`src/rtl/debounce_bank.sv`:
```
// Multi-channel synchroniser + debouncer with registered press/release pulses.
// Define DEBOUNCE_BANK_AUTOREPEAT_EN to add hold-to-repeat on rise_out.
module debounce_bank #(
  parameter int   NUM_CH          = 8,
  parameter int   DEBOUNCE_CYCLES = 1000000,
  parameter int   SYNC_STAGES     = 2,
  parameter logic RESET_VAL       = 1'b0,
  parameter int   REPEAT_DELAY    = 25000000,
  parameter int   REPEAT_PERIOD   = 5000000
) (
  input  logic              clock_in,
  input  logic              reset_in,
  input  logic [NUM_CH-1:0] noisy_in,
  input  logic              sample_en,
  output logic [NUM_CH-1:0] clean_out,
  output logic [NUM_CH-1:0] rise_out,
  output logic [NUM_CH-1:0] fall_out
);

  localparam int CW = $clog2(DEBOUNCE_CYCLES + 1);
  localparam logic [CW-1:0] CNT_MAX = CW'(DEBOUNCE_CYCLES - 1);

`ifdef DEBOUNCE_BANK_AUTOREPEAT_EN
  localparam int RMAX = (REPEAT_DELAY > REPEAT_PERIOD) ?
                        REPEAT_DELAY : REPEAT_PERIOD;
  localparam int RW = $clog2(RMAX + 1);
  localparam logic [RW-1:0] DLY_MAX = RW'(REPEAT_DELAY - 1);
  localparam logic [RW-1:0] PER_MAX = RW'(REPEAT_PERIOD - 1);
`else
  logic unused_rep;
  assign unused_rep = ^{32'(REPEAT_DELAY), 32'(REPEAT_PERIOD)};
`endif

  for (genvar c = 0; c < NUM_CH; c++) begin : g_ch
    logic [SYNC_STAGES-1:0] sync_q;
    logic [CW-1:0]          cnt_q;
    logic                   clean_q;
    logic                   rise_q;
    logic                   fall_q;
    logic                   samp;
    logic                   mism;
    logic                   accept;
    logic                   rep_pulse;

    assign samp   = sync_q[SYNC_STAGES-1];
    assign mism   = samp != clean_q;
    assign accept = sample_en && mism && (cnt_q == CNT_MAX);

    always_ff @(posedge clock_in or posedge reset_in) begin
      if (reset_in) begin
        sync_q <= {SYNC_STAGES{RESET_VAL}};
      end else begin
        sync_q <= {sync_q[SYNC_STAGES-2:0], noisy_in[c]};
      end
    end

    // Any matching tick cancels progress, so only an unbroken run accepts.
    always_ff @(posedge clock_in or posedge reset_in) begin
      if (reset_in) begin
        cnt_q <= '0;
      end else if (sample_en) begin
        if (!mism || accept) begin
          cnt_q <= '0;
        end else begin
          cnt_q <= cnt_q + CW'(1);
        end
      end
    end

    always_ff @(posedge clock_in or posedge reset_in) begin
      if (reset_in) begin
        clean_q <= RESET_VAL;
        rise_q  <= 1'b0;
        fall_q  <= 1'b0;
      end else begin
        if (accept) begin
          clean_q <= samp;
        end
        rise_q <= (accept && samp) || rep_pulse;
        fall_q <= accept && !samp;
      end
    end

`ifdef DEBOUNCE_BANK_AUTOREPEAT_EN
    logic [RW-1:0] rep_q;
    logic          armed_q;
    logic          rep_hit;

    assign rep_hit   = armed_q ? (rep_q == PER_MAX) : (rep_q == DLY_MAX);
    assign rep_pulse = sample_en && clean_q && !accept && rep_hit;

    // First hit uses the delay, later hits the period.
    always_ff @(posedge clock_in or posedge reset_in) begin
      if (reset_in) begin
        rep_q   <= '0;
        armed_q <= 1'b0;
      end else if (accept || !clean_q) begin
        rep_q   <= '0;
        armed_q <= 1'b0;
      end else if (sample_en) begin
        if (rep_hit) begin
          rep_q   <= '0;
          armed_q <= 1'b1;
        end else begin
          rep_q <= rep_q + RW'(1);
        end
      end
    end
`else
    assign rep_pulse = 1'b0;
`endif

    assign clean_out[c] = clean_q;
    assign rise_out[c]  = rise_q;
    assign fall_out[c]  = fall_q;
  end

endmodule

```
`config.mk`:
```
export PLATFORM = sky130hd
export DESIGN_NAME = debounce_bank
export DESIGN_NICKNAME = d
export VERILOG_FILES = /design/src/rtl/debounce_bank.sv
export SDC_FILE = /design/constraint.sdc
export NUM_CORES = 1
export LEC_CHECK = 0
export ABC_AREA = 1
export CORE_ASPECT_RATIO = 0.8
export CORE_MARGIN = 2
export CORE_UTILIZATION = 45
export CTS_CLUSTER_DIAMETER = 60
export DETAILED_ROUTE_END_ITERATION = 16
export DONT_BUFFER_PORTS = 1
export GPL_ROUTABILITY_DRIVEN = 0
export SETUP_SLACK_MARGIN = 0.02
export SLEW_MARGIN = 20
export SYNTH_ARGS = -nofsm -noshare
export SYNTH_HDL_FRONTEND = slang
export SYNTH_SLANG_ARGS = --single-unit
```
`constraint.sdc`:
```
create_clock -name clock_in -period 13.8 [get_ports clock_in]
set_clock_uncertainty 0.2 [all_clocks]
set_input_delay 0.69 -clock clock_in [delete_from_list [all_inputs] [get_ports clock_in]]
set_output_delay 0.69 -clock clock_in [all_outputs]
set_load 0.1 [all_outputs]
```
* Word-level counts from Yosys, hierarchy flattened *
Index checks and enable logic that the tools add are counted.

storage, ports and cells
  register bits after elaboration = 200
  output and inout bits = 24
  input port bits = 11
  logic and storage cells = 128

cells by class
  multiplexer cells = 8
  reductions and logical operators = 56
  add/sub/neg operators = 8
  equality and inequality tests = 16

operators with widths
  cell                                                             number
  20-bit by 1-bit adder with 20-bit output, second input constant  8
  20-bit equality test, second input constant                      8
  20-bit 2-to-1 mux                                                8
  1-bit logical AND                                                32
  1-bit zero test                                                  16
  1-bit logical OR                                                 8
  1-bit inequality test                                            8

* Longest topological paths before layout *
Gate-level depths: netlist (run 1).

  depth after elaboration = 5
  gate-level depth with buffers = 11
  gate-level depth less buffers = 10

* Worst setup path after synthesis (run 1) *
Ideal clock, no wire load.

  path type = input -> register
  start = in sample_en
  end = reg g_ch[4].cnt_q[6]
  buffers on the path = 2
  arrival time = 1576 ps
  slack = 11898 ps
  cell stages on the path = 9
  cell sequence = buf_6 -> nand3_2 -> nor2_1 -> nand2_1 -> o21ai_2 -> nand2_2 -> inv_2 -> buf_6 -> nor2_1

between the ends
  longest elaborated chain between the ends = 4

RTL lines
  element                         RTL line  RTL
  start: declaration              14        input logic sample_en,
  1-bit logical AND (2 in a row)  47        assign accept = sample_en && mism && (cnt_q == CNT_MAX);
  1-bit logical OR                62        if (!mism || accept) begin
  20-bit 2-to-1 mux               62
  end signal: assignment          65        cnt_q <= cnt_q + CW'(1);
  end: declaration                36        logic [CW-1:0] cnt_q;

Several ways; a longest one is shown, not always the timed one.
A chain may end at the register's enable or synchronous reset.

* Worst setup path in the final report (run 1) *
  start = reg g_ch[3].clean_q
  end = reg g_ch[3].cnt_q[13]

between the ends
  longest elaborated chain between the ends = 5
  elaborated cells on any way between the ends = 6

RTL lines
  element                         RTL line  RTL
  start: declaration              37        logic clean_q;
  start signal: assignment        77        clean_q <= samp;
  1-bit inequality test (*)       46        assign mism = samp != clean_q;
  1-bit logical AND (2 in a row)  47
  1-bit logical OR (*)            62
  20-bit 2-to-1 mux (*)           62
  end signal: assignment          65
  end: declaration                36

Every way passes the cells marked *; elsewhere a longest branch is shown, timed or not.

==> results.sh, run 1 <==
export IMPL_run_status="complete, no violations"
export IMPL_antenna_found_initial=0
export IMPL_io_pins=35
export IMPL_peakVddDrop_v=0.00008908
export IMPL_wl_per_cell_um=11.71
export IMPL_area_growth_pct=6.210
export IMPL_synth_async_reset_ratio_pct=100.0
export IMPL_cts_buffers=17
export IMPL_worstPathMaxFanout=13
export IMPL_nets=1403
export IMPL_drv_cap=0
export IMPL_syn_area_per_cell_um2=7.663
export IMPL_place_hpwl_um=13680
export IMPL_synth_area_leader_cell="dfrtp_1"
export IMPL_whs_path_depth=0
export IMPL_grt_ovfl_total=0
export IMPL_cpMostUsedCell="nand2_1"
export IMPL_yosys_warnings=0
export IMPL_synth_top_area_share_pct=46.52
export IMPL_final_min_clock_period_ns=2.446
export IMPL_dr_pass1_iters=5
export IMPL_ant_nets=0
export IMPL_cts_sinks=200
export IMPL_cts_root_buf="clkbuf_16"
export IMPL_grt_total_usage_pct=17.20
export IMPL_slowest_stage="dfrtp_1"
export IMPL_h_tree_depth=4
export IMPL_coreArea_um2=23460
export IMPL_crit_family="flip-flops"
export IMPL_hold_viol_final=0
export IMPL_p_per_area_nw_per_um2=102.0
export IMPL_hold_class="in2reg"
export IMPL_start_util_pct=45.86
export IMPL_drtIter0Drc=434
export IMPL_post_cts_buffers=0
export IMPL_synth_edf_count=0
export IMPL_yosysSeqAreaShare_pct=46.52
export IMPL_clk_latency_ns=0.44
export IMPL_die_area_um2=25170
export IMPL_tns_ns=0
export IMPL_grt_pass1_vias=7616
export IMPL_clock_path_buffers=2
export IMPL_crit_buf_inv=2
export IMPL_crit_path_start_kind="flop"
export IMPL_relSlewSlack_pct=36.52
export IMPL_cts_hold_buf=0
export IMPL_setup_violations=0
export IMPL_fin_crit_sh_pct=17.72
export IMPL_r2r_end="g_ch[3].cnt_q[13]$_DFFE_PP0P_"
export IMPL_fmax_mhz=408.8
export IMPL_die_w_um=176.9
export IMPL_critPathMaxStageDelay_ns=0.95
export IMPL_num_rows=50
export IMPL_crit_arrival_ns=2.56
export IMPL_drt_wl_total_um=20010
export IMPL_power_leakage_uw=0.005163
export IMPL_fillCellCount=2298
export IMPL_worstMarginPinSlew_ns=0.9522
export IMPL_synthTopCellsByArea="dfrtp_1 (47%), nor2_1 (12%), nand2_1 (12%), inv_1 (5.9%), xor2_1 (5.1%)"
export IMPL_rsz0062_at_grt="no"
export IMPL_grt_pass1_wl_um=35280
export IMPL_syn_inst=1404
export IMPL_via_count=8038
export IMPL_synth_common_cells="nor2_1 (342), nand2_1 (338), dfrtp_1 (200)"
export IMPL_cp_depth=9
export IMPL_drv_slew=0
export IMPL_cts_tree="yes"
export IMPL_fin_util_pct=48.71
export IMPL_synth_ff_type="dfrtp_1"
export IMPL_port_buffers=0
export IMPL_syn_num_nets=1423
export IMPL_rr_worst_depth=9
export IMPL_critPathKind="reg2reg"
export IMPL_drive_gt1_share_pct=5.870
export IMPL_post_route_drc_count=0
export IMPL_required_ns=13.91
export IMPL_hold_start="noisy_in[3]"
export IMPL_die_h_um=142.3
export IMPL_syn_area_um2=10760
export IMPL_synth_most_common_cell="nor2_1"
export IMPL_grt_max_degree=130
export IMPL_r2r_start="g_ch[3].clean_q$_DFFE_PP0P_"
export IMPL_ys_types=34
export IMPL_clkSlewWorstSetupHoldPaths_ns=0.07
export IMPL_num_antenna_cells=0
export IMPL_cts_resized=0
export IMPL_synth_seq_cells=200
export IMPL_min_to="g_ch[3].sync_q[0]$_DFF_PP0_"
export IMPL_path_cells="inv_1 -> nand2_1 -> nand2_1 -> nor2_1 -> nand3_1 -> nand2_1 -> nand2_1 -> inv_2 -> nor2_1"
export IMPL_viasPerCell=4.703
export IMPL_cp_end_kind="flop"
export IMPL_worst_r2r_setup_slack_ns=11.35
## report_power, final
part	leakage (µW)	total, µW	switching (µW)	internal (µW)
clock	0.000275	500	223	277
sequential	0.00270	614	14.5	600
combinational	0.00219	51.1	35.9	15.2
## metrics by stage
step / hold WS [ns] / worst slack [ns] / area, µm² / total power (µW) / std cells
final: 0.07159 / 11.35 / 11430 / 1166 / 1709
after floorplan: 0.1312 / 7.456 / 10760 / 669.1 / 1404
after global routing: 0.04199 / 11.11 / 11430 / 1218 / 1709
after CTS: 0.04909 / 11.32 / 11430 / 1181 / 1709
after global placement: 0.1316 / 11.25 / 10840 / 677.2 / 1677
after detailed placement: 0.1358 / 11.24 / 10840 / 678.2 / 1677
## worst max path at each step
stage / startpoint / end
2_1_floorplan: reset_in / g_ch[0].clean_q$_DFFE_PP0P_
3_3_place_gp: reset_in / g_ch[2].sync_q[0]$_DFF_PP0_
3_5_place_dp: reset_in / g_ch[2].cnt_q[0]$_DFFE_PP0P_
4_1_cts: g_ch[3].clean_q$_DFFE_PP0P_ / g_ch[3].cnt_q[13]$_DFFE_PP0P_
5_1_grt: g_ch[7].clean_q$_DFFE_PP0P_ / g_ch[7].cnt_q[5]$_DFFE_PP0P_
6_report: g_ch[3].clean_q$_DFFE_PP0P_ / g_ch[3].cnt_q[13]$_DFFE_PP0P_
## flip-flops by register name (all words and copies together), names as in the netlist
register,count
g_ch.fall_q,8
g_ch.cnt_q,160
g_ch.rise_q,8
g_ch.clean_q,8
g_ch.sync_q,16
## kinds of logic after synthesis
logic type,count (synthesis),share of synthesized area [%]
compound gates,40,2.175
flops,200,46.52
xor+xnor,102,8.303
fa+ha+maj,8,0.9304
buf+inv,217,9.187
simple gates,837,32.89
## routing by layer
layer | vias up | GRT usage (%) | routed length [µm]
met5 | - | 0 | 0
met4 | 0 | 4.698 | 155
met3 | 11 | 3.713 | 545
met2 | 87 | 26.19 | 8575
met1 | 3710 | 24.79 | 10730
li1 | 4230 | - | -
## layout make-up
| cell class | count | area, µm² | share of cell area [%] |
|---|---|---|---|
| multi-input cells | 987 | 4766 | 41.71 |
| clock inverters | 11 | 122.6 | 1.073 |
| repair buffers | 2 | 15.01 | 0.1314 |
| flip-flops and latches | 200 | 5005 | 43.80 |
| inverters | 176 | 668.1 | 5.847 |
| clock buffers | 21 | 460.4 | 4.029 |
| well taps | 312 | 390.4 | 3.416 |
## placed cells by master (no fill, tap or decap), drive strengths merged, types with 2 or more instances in the layout
cell and instances:
a21oi 3, a32o 2, buf 2, bufinv 2
clkbuf 21, clkinv 4, clkinvlp 4, dfrtp 200
ha 8, inv 177, nand2 349, nand3 67
nand3b 2, nand4 35, nor2 359, nor3 24
o21ai 27, o21bai 4, xnor2 39, xor2 63
Power figures use the tool's default switching activity.
==> run 2, diff against run 1 <==
- clock period: 13.8 -> 2 ns (I/O delays scaled with it)
==> results.sh, run 2 (synthesized netlist as in run 1, its figures left out) <==
export IMPL_top_regs="g_ch.cnt_q x160, g_ch.sync_q x16"
export IMPL_violations="negative hold slack"
export IMPL_cp_end_kind="flop"
export IMPL_fmax_mhz=526.6
export IMPL_dr_pass1_iters=5
export IMPL_drv_slew=0
export IMPL_hold_viol_final=1
export IMPL_nets=1476
export IMPL_switching_share_pct=24.53
export IMPL_whs_path_depth=5
export IMPL_p_per_area_nw_per_um2=675.9
export IMPL_tns_ns=0
export IMPL_grt_max_degree=97
export IMPL_pwr_share_comb_pct=5.7
export IMPL_intPower_uw=6187
export IMPL_ant_nets=0
export IMPL_crit_family="buffers and inverters"
export IMPL_grt_pass1_wl_um=36890
export IMPL_wl_per_cell_um=11.81
export IMPL_largest_reg_flops=160
export IMPL_drive_gt1_share_pct=9.803
export IMPL_power_leakage_uw=0.005525
export IMPL_path_cells="nand2_1 -> nor2_2 -> buf_6 -> nand3_1 -> xor2_1 -> dlygate4sd3_1 -> nor2_1"
export IMPL_clk_latency_ns=0.44
export IMPL_h_tree_depth=4
export IMPL_start_util_pct=45.86
export IMPL_viasPerCell=4.751
export IMPL_clkSlewWorstSetupHoldPaths_ns=0.08
export IMPL_final_cell_mix="nand2_1 (338), nor2_1 (336), dfrtp_1 (199)"
export IMPL_final_cells=1781
export IMPL_drt_wl_total_um=21030
export IMPL_cp_depth=7
export IMPL_drv_cap=0
export IMPL_antenna_found_initial=0
export IMPL_hold_start="sample_en"
export IMPL_via_count=8461
export IMPL_worstPathMaxFanout=4
export IMPL_crit_arrival_ns=2.07
export IMPL_whs_ns=-0.005749
export IMPL_fin_crit_sh_pct=94.94
export IMPL_grt_pass1_vias=7992
export IMPL_die_w_um=176.9
export IMPL_grt_ovfl_total=0
export IMPL_top_register="g_ch.cnt_q"
export IMPL_critPathKind="reg2reg"
export IMPL_cts_root_buf="clkbuf_16"
export IMPL_worstMarginPinSlew_ns=0.5157
export IMPL_clkPwrFrac_pct=42.5
export IMPL_area_growth_pct=12.72
export IMPL_port_buffers=0
export IMPL_num_antenna_cells=0
export IMPL_r2r_start="g_ch[5].cnt_q[1]$_DFFE_PP0P_"
export IMPL_critPathMaxStageDelay_ns=0.56
export IMPL_final_min_clock_period_ns=1.899
export IMPL_worst_r2r_setup_slack_ns=0.10
export IMPL_die_h_um=142.3
export IMPL_required_ns=2.17
export IMPL_grt_total_usage_pct=17.99
export IMPL_switching_power_uw=2011
export IMPL_io_pins=35
export IMPL_cts_buffers=17
export IMPL_rsz0062_at_grt="yes"
export IMPL_final_common_cell="nand2_1"
export IMPL_min_to="g_ch[5].cnt_q[11]$_DFFE_PP0P_"
export IMPL_rr_worst_depth=7
export IMPL_coreArea_um2=23460
export IMPL_die_area_um2=25170
export IMPL_r2r_end="g_ch[5].cnt_q[7]$_DFFE_PP0P_"
export IMPL_p_seq_share_pct=51.7
export IMPL_post_route_drc_count=0
export IMPL_run_status="complete, but fails checks"
export IMPL_cts_tree="yes"
export IMPL_drtIter0Drc=621
export IMPL_num_rows=50
export IMPL_relSlewSlack_pct=65.62
export IMPL_clock_path_buffers=2
export IMPL_numPlacedInstances=1713
export IMPL_hold_class="in2reg"
export IMPL_peakVddDrop_v=0.0007421
export IMPL_place_hpwl_um=14020
export IMPL_cts_sinks=200
export IMPL_slowest_stage="dlygate4sd3_1"
export IMPL_crit_buf_inv=2
export IMPL_setup_violations=0
export IMPL_crit_path_start_kind="flop"
## run 2: cell types whose count changed in the layout (fill, tap and decap cells not counted), sizes merged
cell,change
buf,+53
dlygate4sd3,+20
inv,+5
clkbuf,-4
clkinvlp,-3
clkinv,+1
## run 2: worst max path at each step
| stage | start | to | slack, ns |
|---|---|---|---|
| 4_1_cts | g_ch[4].cnt_q[0]$_DFFE_PP0P_ | g_ch[4].cnt_q[6]$_DFFE_PP0P_ | 0.04 |
| 3_3_place_gp | g_ch[4].cnt_q[0]$_DFFE_PP0P_ | g_ch[4].cnt_q[14]$_DFFE_PP0P_ | 0.16 |
| 5_1_grt | g_ch[5].cnt_q[1]$_DFFE_PP0P_ | g_ch[5].cnt_q[7]$_DFFE_PP0P_ | -0.04 |
| 6_report | g_ch[5].cnt_q[1]$_DFFE_PP0P_ | g_ch[5].cnt_q[7]$_DFFE_PP0P_ | 0.10 |
| 3_5_place_dp | g_ch[4].cnt_q[0]$_DFFE_PP0P_ | g_ch[4].cnt_q[6]$_DFFE_PP0P_ | 0.08 |
| 2_1_floorplan | reset_in | g_ch[0].clean_q$_DFFE_PP0P_ | -0.89 |
## run 2: timing repair
item / 4_1_cts / 5_1_grt
setup endpoints to repair: 0 / 64
hold buffers: 22 / 0
hold endpoints to repair: 387 / 0
gates resized for setup: 0 / 17
buffers inserted: 0 / 15
## run 2: power groups by stage
stage / clock network (µW) / logic, µW / registers [µW]
global route: 3780 / 548 / 4250
global placement: 0 / 382 / 4310
finish: 3490 / 470 / 4240
detailed placement: 0 / 383 / 4310
CTS: 3590 / 452 / 4240
floorplan: 0 / 323 / 4290
## run 2: routing by layer
| layer | part of all wire, % | up-vias | track usage (%) |
|---|---|---|---|
| met4 | 1.1 | 0 | 4.741 |
| met3 | 2.9 | 18 | 3.312 |
| li1 | - | 4392 | - |
| met5 | 0 | - | 0 |
| met2 | 43 | 104 | 27.78 |
| met1 | 53 | 3947 | 26.06 |
## run 2: cell type report
cell class,count,area (µm²)
clock buffer,17,425.4
multi-input combinational,987,4793
inverter,176,675.6
tap,312,390.4
clock inverter,14,162.7
timing repair buffer,75,674.4
fill,2235,11330
sequential,200,5006
## run 2: worst reg2reg max path, cell delays in order (launching register included)
cell and delay (ns):
dfrtp_1 0.39, nand2_1 0.08, nor2_2 0.13, buf_6 0.14
nand3_1 0.09, xor2_1 0.16, dlygate4sd3_1 0.56, nor2_1 0.10
## run 2: per-stage QoR
stage          total power [µW]  setup WS (ns)  utilization, %  area (µm²)  hold slack, ns
3_5_place_dp               4697        0.08077           47.47       11140         -0.2880
2_1_floorplan              4618        -0.8883               -       10760        -0.06857
5_1_grt                    8580       -0.04484           51.70       12130        0.002858
4_1_cts                    8281        0.04430           51.03       11970        -0.03339
3_3_place_gp               4693         0.1645           47.47       11140         -0.2924
6_report                   8198         0.1012           51.70       12130       -0.005749
